`config.mk`:
```
export PLATFORM = sky130hd
export DESIGN_NAME = sar_search_4_flat
export DESIGN_NICKNAME = d
export VERILOG_FILES = /design/src/rtl/sar_search_4_if.sv /design/src/rtl/sar_search_4.sv /design/src/flat_wrapper.sv
export SDC_FILE = /design/constraint.sdc
export NUM_CORES = 1
export LEC_CHECK = 0
export ABC_CLOCK_PERIOD_IN_PS = 4050
export BUFFER_PORTS_ARGS = -buffer_cell sky130_fd_sc_hd__clkbuf_2
export CAP_MARGIN = 20
export CORE_AREA = 10 10 47 49
export DETAILED_ROUTE_END_ITERATION = 10
export DIE_AREA = 0 0 57 59
export PLACE_DENSITY = 0.79
export SETUP_SLACK_MARGIN = 0.4
export SYNTH_ARGS = -nofsm -noshare
export SYNTH_HDL_FRONTEND = slang
export SYNTH_SLANG_ARGS = --single-unit
export TNS_END_PERCENT = 5
```
`constraint.sdc`:
```
create_clock -name clk -period 4.05 [get_ports clk]
set_clock_uncertainty 0.05 [all_clocks]
set_input_delay 0 -clock clk [delete_from_list [all_inputs] [get_ports clk]]
set_output_delay 0 -clock clk [all_outputs]
set_load 0.05 [all_outputs]
```
`src/rtl/sar_search_4_if.sv`:
```
// Handshake and comparator bus for the successive-approximation search engine.
// master = requester/comparator side, slave = search engine.
interface sar_search_4_if #(
    parameter int WIDTH = 4
);
    logic             start;
    logic             gt;
    logic             lt;
    logic             eq;
    logic [WIDTH-1:0] guess;
    logic             busy;
    logic             done;
    logic [WIDTH-1:0] result;
    logic             err;

    modport master (output start, gt, lt, eq, input guess, busy, done, result, err);
    modport slave  (input start, gt, lt, eq, output guess, busy, done, result, err);
endinterface

```
`src/rtl/sar_search_4.sv`:
```
// SAR search: drives guess into an external comparator, resolves MSB->LSB, exits early on eq.
// Optional SAR_ONEHOT_CHECK_EN aborts with err when the {gt,lt,eq} flags are not one-hot.
module sar_search_4 #(
    parameter int WIDTH = 4
) (
    input  logic          clk,
    input  logic          rst_n,
    sar_search_4_if.slave bus
);
    localparam int IW = (WIDTH > 1) ? $clog2(WIDTH) : 1;

    typedef enum logic {IDLE, RUN} state_t;

    state_t           state, state_n;
    logic [WIDTH-1:0] guess, guess_n, result, result_n, g;
    logic [IW-1:0]    idx, idx_n, idx_m1;
    logic             busy, busy_n, done, done_n;
`ifdef SAR_ONEHOT_CHECK_EN
    logic             err, err_n;
`endif

    assign idx_m1 = idx - 1'b1;

    always_comb begin
        state_n  = state;
        guess_n  = guess;
        idx_n    = idx;
        busy_n   = busy;
        done_n   = 1'b0;
        result_n = result;
`ifdef SAR_ONEHOT_CHECK_EN
        err_n    = err;
`endif
        g        = guess;
        case (state)
            IDLE: if (bus.start) begin
                guess_n = {1'b1, {(WIDTH-1){1'b0}}};
                idx_n   = IW'(WIDTH - 1);
                state_n = RUN;
                busy_n  = 1'b1;
`ifdef SAR_ONEHOT_CHECK_EN
                err_n   = 1'b0;
`endif
            end
            RUN: begin
                // lt clears the bit under test; gt (or no flag) keeps it
                if (bus.lt && !bus.eq) g[idx] = 1'b0;
`ifdef SAR_ONEHOT_CHECK_EN
                if (!$onehot({bus.gt, bus.lt, bus.eq})) begin
                    err_n    = 1'b1;
                    result_n = guess;
                    done_n   = 1'b1;
                    busy_n   = 1'b0;
                    state_n  = IDLE;
                end else
`endif
                if (bus.eq) begin
                    result_n = guess;
                    done_n   = 1'b1;
                    busy_n   = 1'b0;
                    state_n  = IDLE;
                end else if (idx == '0) begin
                    result_n = g;
                    done_n   = 1'b1;
                    busy_n   = 1'b0;
                    state_n  = IDLE;
                end else begin
                    guess_n         = g;
                    guess_n[idx_m1] = 1'b1;
                    idx_n           = idx_m1;
                end
            end
            default: state_n = IDLE;
        endcase
    end

    always_ff @(posedge clk or negedge rst_n) begin
        if (!rst_n) begin
            state  <= IDLE;
            guess  <= '0;
            idx    <= '0;
            busy   <= 1'b0;
            done   <= 1'b0;
            result <= '0;
`ifdef SAR_ONEHOT_CHECK_EN
            err    <= 1'b0;
`endif
        end else begin
            state  <= state_n;
            guess  <= guess_n;
            idx    <= idx_n;
            busy   <= busy_n;
            done   <= done_n;
            result <= result_n;
`ifdef SAR_ONEHOT_CHECK_EN
            err    <= err_n;
`endif
        end
    end

    assign bus.guess  = guess;
    assign bus.busy   = busy;
    assign bus.done   = done;
    assign bus.result = result;
`ifdef SAR_ONEHOT_CHECK_EN
    assign bus.err    = err;
`else
    assign bus.err    = 1'b0;
`endif
endmodule

```
`src/flat_wrapper.sv`:
```
// flat-port wrapper written by rule: the top's interface ports become plain ports
module sar_search_4_flat 
#(
    parameter int WIDTH = 4
)
  (clk, rst_n, bus_start, bus_gt, bus_lt, bus_eq, bus_guess, bus_busy, bus_done, bus_result, bus_err);
  sar_search_4_if #(.WIDTH(WIDTH)) bus_i ();
  input  logic clk;
  input  logic rst_n;
  input wire logic [$bits(bus_i.start)-1:0] bus_start;
  input wire logic [$bits(bus_i.gt)-1:0] bus_gt;
  input wire logic [$bits(bus_i.lt)-1:0] bus_lt;
  input wire logic [$bits(bus_i.eq)-1:0] bus_eq;
  output wire logic [$bits(bus_i.guess)-1:0] bus_guess;
  output wire logic [$bits(bus_i.busy)-1:0] bus_busy;
  output wire logic [$bits(bus_i.done)-1:0] bus_done;
  output wire logic [$bits(bus_i.result)-1:0] bus_result;
  output wire logic [$bits(bus_i.err)-1:0] bus_err;
  assign bus_i.start = bus_start;
  assign bus_i.gt = bus_gt;
  assign bus_i.lt = bus_lt;
  assign bus_i.eq = bus_eq;
  assign bus_guess = bus_i.guess;
  assign bus_busy = bus_i.busy;
  assign bus_done = bus_i.done;
  assign bus_result = bus_i.result;
  assign bus_err = bus_i.err;
  sar_search_4 #(.WIDTH(WIDTH)) u_core (.clk(clk), .rst_n(rst_n), .bus(bus_i));
endmodule
```
==> reports/metrics.yaml, run 1 <==
floorplan:
  core_um2: 1400
  io_pins: 17
  die_h_um: 59
  rows: 14
  floorplan_die_width_um: 57
  die-area_um2: 3360
  initial_util_pct: 47.9
power_and_ir_drop:
  power_uw: 629
  power.static_leakage_nw: 0.415
  ir_drop_v: 0.000326
  pwr_density_cell_nw_per_um2: 799
yosys:
  synthesis.nets: 81
  netlist_instances: 67
  synth.area.top_cells: "sky130_fd_sc_hd__dfrtp_1, sky130_fd_sc_hd__ha_1, sky130_fd_sc_hd__nand2_1, sky130_fd_sc_hd__nand3_1, sky130_fd_sc_hd__nand3b_1"
  synth_commonest_cells: "sky130_fd_sc_hd__nand2_1, sky130_fd_sc_hd__dfrtp_1, sky130_fd_sc_hd__nand3_1"
  synth.lib_cells_used.distinct: 19
  netlist.area_leader.share_pct: 48.4
  yosys.cell_count.top_type: "sky130_fd_sc_hd__nand2_1"
  synthDominantAreaCellType: "sky130_fd_sc_hd__dfrtp_1"
  sequential_cell_area_fraction_in_the_yosys_report_pct: 48.4
  dominantRegCellSynth: "sky130_fd_sc_hd__dfrtp_1"
  syn_avg_cell_area_um2: 10.0
  mappedNetlistArea_um2: 672
  synth_async_sr_flop_share_pct: 100
  ys_seq_elements: 13
  synth_enable_flop_cells: 0
  ys_warn_count: 0
setup_path:
  worst-path-max-fanout: 8
  worst-endpoint-required_ns: 4.16
  timing.reg2reg.setup_slack_ns: 2.23
  worst-r2r-cell-count: 4
  timing.critical_path.from_type: "register"
  cpPeakStageDelay_ns: 0.52
  crit_path_dat_ns: 1.93
  setup.worst_path.class: "register to register"
  reg2reg_to: "u_core.idx[0]"
  crit_chain: "inv_1, ha_1, or3b_1, mux2_2"
  r2r-start: "u_core.idx[0]"
  worst_path_max_delay_cell: "sky130_fd_sc_hd__or3b_1"
  setup.worst_path.end_class: "register"
placement:
  globalplace.congestion: 0.846
  port-buffer-count: 14
  postPlaceCellArea_um2: 749
  post-dp-hpwl_um: 982
clocking:
  tritoncts.num_buffers: 3
  post_cts_resized: 0
  tritoncts: "yes"
  cts_max_level: 1
  clkTransAtPathRegs_ns: 0.09
  cts.sinks: 13
  cts_root_buf: "sky130_fd_sc_hd__clkbuf_4"
  cts.path.max_buffers: 2
  clk-insertion-delay-late_ns: 0.28
final_layout:
  footprint_of_the_multi_input_gates_um2: 323
  share_of_layout_cells_above_drive_strength_1_pct: 25.0
  final-seq-area_um2: 325
  antenna_diode_count: 0
  finish.net_count: 99
  synthToLayoutAreaGrowth_pct: 17.1
  final_cell_area_um2: 787
  nFillCells: 137
route:
  remaining_drc_errors: 0
  final_antenna_net_count: 0
  route.detailed.wl_per_inst_um: 12.8
  vias_per_cell: 5.16
  drt-pass1-iter-count: 4
  drt_first_iter_violations: 9
  vias: 516
  drt_wl_total_um: 1280
worst_hold_path:
  worstHoldPathCells: 3
  hold_wc_startpoint: "bus_start"
  whs_endpoint: "u_core.bus.busy"
  worst_hold_path_type: "primary input to register"
sta:
  min_period_over_period_pct: 44.8
  finalHoldViolCount: 0
  worst_slew_pin_slew_ns: 0.665
  fin_tns_setup_ns: 0
  setup_viol: 0
  drv_slew: 0
  post-route-min-period_ns: 1.82
  rsz0062_at_grt: "no"
  max_fclk_mhz: 551
  tightest_slew_margin_relative_to_the_limit_pct: 55.6
global_route:
  grt_remaining_overflow: 0
  grt_start_max_net_pins: 14
  grtUsageTotal_pct: 8.02
  number_of_global_route_vias_before_repair: 533
  antenna_violations_before_repair: 0
  grt_pass1_wl_um: 2220
outcome:
  status: "finished, final reports clean"
run:
  drv_cap: 0
repair_timing:
action                                  in CTS  in global routing
hold endpoints to repair                    13                  0
endpoints found under the setup margin       0                  0
buffers inserted                             0                  0
hold buffers                                 1                  0
per-stage QoR:
step | worst slack [ns] | std cells | util, % | hold WS [ns]
global placement | 2.28 | 95 | 53.5 | -0.140
global route | 2.14 | 100 | 56.2 | 0.0512
floorplan | 2.39 | 67 | - | -0.346
detailed placement | 2.26 | 95 | 53.5 | -0.137
CTS | 2.23 | 100 | 56.2 | 0.0366
finish | 2.23 | 100 | 56.2 | 0.0367
worst max-delay path, delay by kind of cell, from the launching register on:
kind	cells	cell delay [ns]
and+or+nand+nor	1	0.52
DFF	1	0.43
muxes	1	0.31
adders and majority gates	1	0.25
buffers and inverters	1	0.14
layout make-up:
type	count	share of cell area, %
multi-input combinational	49	41.0
clock inverter	1	0.636
inverter	3	1.43
clock buffer	3	2.86
tap	16	2.54
sequential	13	41.3
timing repair buffer	15	10.2
layer usage:
metal	wire length [um]	track usage, %	vias up
met1	526	8.01	236
li1	-	-	261
met3	103	3.00	2
met2	629	14.7	17
met4	21	3.02	0
met5	0	0	-
kinds of logic after synthesis:
group,share of synthesized area [%]
AO/OA/AOI/OAI,7.08
adder cells (fa/ha/maj),14.9
buffers and inverters,3.54
flip-flops,48.4
multiplexers,1.68
other,0.558
AND/OR/NAND/NOR,23.8
how the worst max path moves through the flow:
| stage | to | depth (start not counted) | startpoint | slack [ns] |
|---|---|---|---|---|
| after floorplan | u_core.idx[0] | 5 | u_core.idx[0] | 2.39 |
| after global placement | u_core.idx[0] | 4 | u_core.idx[0] | 2.28 |
| after detailed placement | u_core.idx[0] | 4 | u_core.idx[0] | 2.26 |
| after CTS | u_core.idx[0] | 4 | u_core.idx[0] | 2.23 |
| after global routing | u_core.bus.guess[2] | 5 | u_core.idx[0] | 2.14 |
| final | u_core.idx[0] | 4 | u_core.idx[0] | 2.23 |
cell usage in the layout, fill, tap and decap left out:
cell	n
sky130_fd_sc_hd__nor2_1	1
sky130_fd_sc_hd__clkbuf_4	3
sky130_fd_sc_hd__nand3b_1	4
sky130_fd_sc_hd__conb_1	1
sky130_fd_sc_hd__clkbuf_2	14
sky130_fd_sc_hd__ha_1	8
sky130_fd_sc_hd__o21ai_1	1
sky130_fd_sc_hd__a2bb2oi_2	1
sky130_fd_sc_hd__o211ai_1	1
sky130_fd_sc_hd__nand2_1	14
sky130_fd_sc_hd__or3b_1	1
sky130_fd_sc_hd__nor3b_1	1
sky130_fd_sc_hd__clkinv_2	1
sky130_fd_sc_hd__dfrtp_1	13
sky130_fd_sc_hd__dlygate4sd3_1	1
sky130_fd_sc_hd__o21ai_0	4
sky130_fd_sc_hd__inv_1	3
sky130_fd_sc_hd__nand2_2	1
sky130_fd_sc_hd__nand3_1	9
sky130_fd_sc_hd__mux2_2	1
sky130_fd_sc_hd__nand2b_1	1
sequential cells by signal, indices dropped and copies added (netlist names):
register / cells
u_core.bus.done: 1
u_core.idx: 2
u_core.bus.guess: 4
u_core.state: 1
u_core.bus.busy: 1
u_core.bus.result: 4
where the power goes:
group | total [mW] | switching (mW) | internal (mW) | leakage, nW
sequential | 0.225 | 0.0438 | 0.181 | 0.157
combinational | 0.324 | 0.238 | 0.0862 | 0.240
clock | 0.0805 | 0.0438 | 0.0367 | 0.0177
total | 0.629 | 0.325 | 0.304 | 0.415
Note: power is estimated with default switching activity, not from simulation.
==> inputs of run 2 (changes only) <==
--- a/config.mk
+++ b/config.mk
@@ -5,13 +5,13 @@
 export SDC_FILE = /design/constraint.sdc
 export NUM_CORES = 1
 export LEC_CHECK = 0
-export ABC_CLOCK_PERIOD_IN_PS = 4050
+export ABC_CLOCK_PERIOD_IN_PS = 1900
 export BUFFER_PORTS_ARGS = -buffer_cell sky130_fd_sc_hd__clkbuf_2
 export CAP_MARGIN = 20
-export CORE_AREA = 10 10 47 49
+export CORE_MARGIN = 10
+export CORE_UTILIZATION = 49
 export DETAILED_ROUTE_END_ITERATION = 10
-export DIE_AREA = 0 0 57 59
-export PLACE_DENSITY = 0.79
+export PLACE_DENSITY = 0.78
 export SETUP_SLACK_MARGIN = 0.4
 export SYNTH_ARGS = -nofsm -noshare
 export SYNTH_HDL_FRONTEND = slang
==> constraint.sdc (replaced) <==
create_clock -name clk -period 1.9 [get_ports clk]
set_clock_uncertainty 0.05 [all_clocks]
set_input_delay 0 -clock clk [delete_from_list [all_inputs] [get_ports clk]]
set_output_delay 0 -clock clk [all_outputs]
set_load 0.05 [all_outputs]
==> reports/metrics.yaml, run 2 (synthesis results as in run 1) <==
outcome:
  status: "finished, final reports clean"
route:
  vias: 529
  drt_wl_total_um: 1330
  vias_per_cell: 5.04
  final_antenna_net_count: 0
  remaining_drc_errors: 0
  drt_first_iter_violations: 8
  drt-pass1-iter-count: 2
  route.detailed.wl_per_inst_um: 12.6
clocking:
  tritoncts.num_buffers: 3
  cts_max_level: 1
  tritoncts: "yes"
  clkTransAtPathRegs_ns: 0.09
  cts.path.max_buffers: 2
  clk-insertion-delay-late_ns: 0.28
  cts_root_buf: "sky130_fd_sc_hd__clkbuf_4"
  cts.sinks: 13
sta:
  min_period_over_period_pct: 77.8
  finalHoldViolCount: 0
  setup_viol: 0
  drv_slew: 0
  fin_tns_setup_ns: 0
  post-route-min-period_ns: 1.48
  max_fclk_mhz: 676
  rsz0062_at_grt: "yes"
floorplan:
  initial_util_pct: 51.6
  io_pins: 17
  core_um2: 1300
  die-area_um2: 3250
  floorplan_die_width_um: 57.0
  die_h_um: 57.0
  rows: 13
final_layout:
  final-instance-count-excl-fill: 105
  synthToLayoutAreaGrowth_pct: 25.9
  share_of_layout_cells_above_drive_strength_1_pct: 34.4
  antenna_diode_count: 0
  final_cell_mix: "sky130_fd_sc_hd__nand2_1, sky130_fd_sc_hd__clkbuf_2, sky130_fd_sc_hd__dfrtp_1"
  finish.net_count: 105
  top_regs: "u_core.bus.guess (4), u_core.bus.result (4), u_core.idx (2)"
global_route:
  grt_start_max_net_pins: 14
  grt_pass1_wl_um: 2280
  number_of_global_route_vias_before_repair: 487
  grt_remaining_overflow: 0
  grtUsageTotal_pct: 8.53
  antenna_violations_before_repair: 0
placement:
  globalplace.congestion: 0.772
  port-buffer-count: 14
  post-place-cells: 97
  post-dp-hpwl_um: 989
power_and_ir_drop:
  power_mw: 1.46
  pwr_density_cell_nw_per_um2: 1720
  ir_drop_v: 0.000838
  power.static_leakage_nw: 0.435
setup_path:
  setup.worst_path.class: "register to register"
  timing.critical_path.from_type: "register"
  worst-path-max-fanout: 8
  timing.reg2reg.setup_slack_ns: 0.42
  worst-endpoint-required_ns: 2.03
  setup.worst_path.end_class: "register"
  crit_path_dat_ns: 1.61
run:
  drv_cap: 0
worst_hold_path:
  worst_hold_path_type: "primary input to register"
-- run 2: path summary, 6_finish.rpt --
check / to / depth (start not counted) / start
worst max-delay path: u_core.idx[0] / 4 / u_core.idx[0]
worst min-delay path: u_core.bus.busy / 3 / bus_start
worst max register to register: u_core.idx[0] / 4 / u_core.idx[0]
worst min register to register: u_core.bus.result[2] / 2 / u_core.bus.result[2]
max in group asynchronous: u_core.idx[1] / 2 / rst_n
min in group asynchronous: u_core.bus.busy / 2 / rst_n
-- run 2: area by class of cell --
class,instances,area (um2)
Multi-Input combinational cell,49,338
Sequential cell,13,327
Fill cell,108,455
Timing Repair Buffer,21,125
Clock buffer,4,26.3
Inverter,3,11.3
Tap cell,15,18.8
-- run 2: power by group --
part	internal [mW]	switching [mW]	leakage (nW)
combinational	0.263	0.553	0.264
sequential	0.388	0.0730	0.157
clock	0.0815	0.0994	0.0150
total	0.732	0.725	0.435
-- run 2: layer usage --
metal | vias to the layer above | GRT usage, % | wire length (um)
met3 | 2 | 5.53 | 128
met1 | 247 | 8.95 | 561
met5 | - | 0 | 0
met4 | 0 | 2.01 | 7
li1 | 266 | - | -
met2 | 14 | 14.0 | 629
-- run 2: worst max-delay path, cell delays in order (launching register included) --
cell	delay, ns
sky130_fd_sc_hd__dfrtp_1	0.37
sky130_fd_sc_hd__inv_2	0.08
sky130_fd_sc_hd__ha_4	0.17
sky130_fd_sc_hd__or3b_4	0.42
sky130_fd_sc_hd__mux2_2	0.28
-- run 2: repair_timing --
item                                    CTS  global route
endpoints found under the hold margin    13             0
endpoints found under the setup margin    6             1
buffers inserted                          2             1
resized for setup                         2             0
hold buffers                              1             0
-- run 2: metrics by stage --
step	utilization, %	worst slack, ns	cell area (um2)	hold WS (ns)
6_report	65.0	0.421	846	0.0205
2_1_floorplan	-	0.341	691	-0.346
4_1_cts	64.4	0.422	838	0.0414
3_5_place_dp	60.2	0.233	783	-0.136
3_3_place_gp	60.2	0.258	783	-0.142
5_1_grt	65.0	0.383	846	0.0375
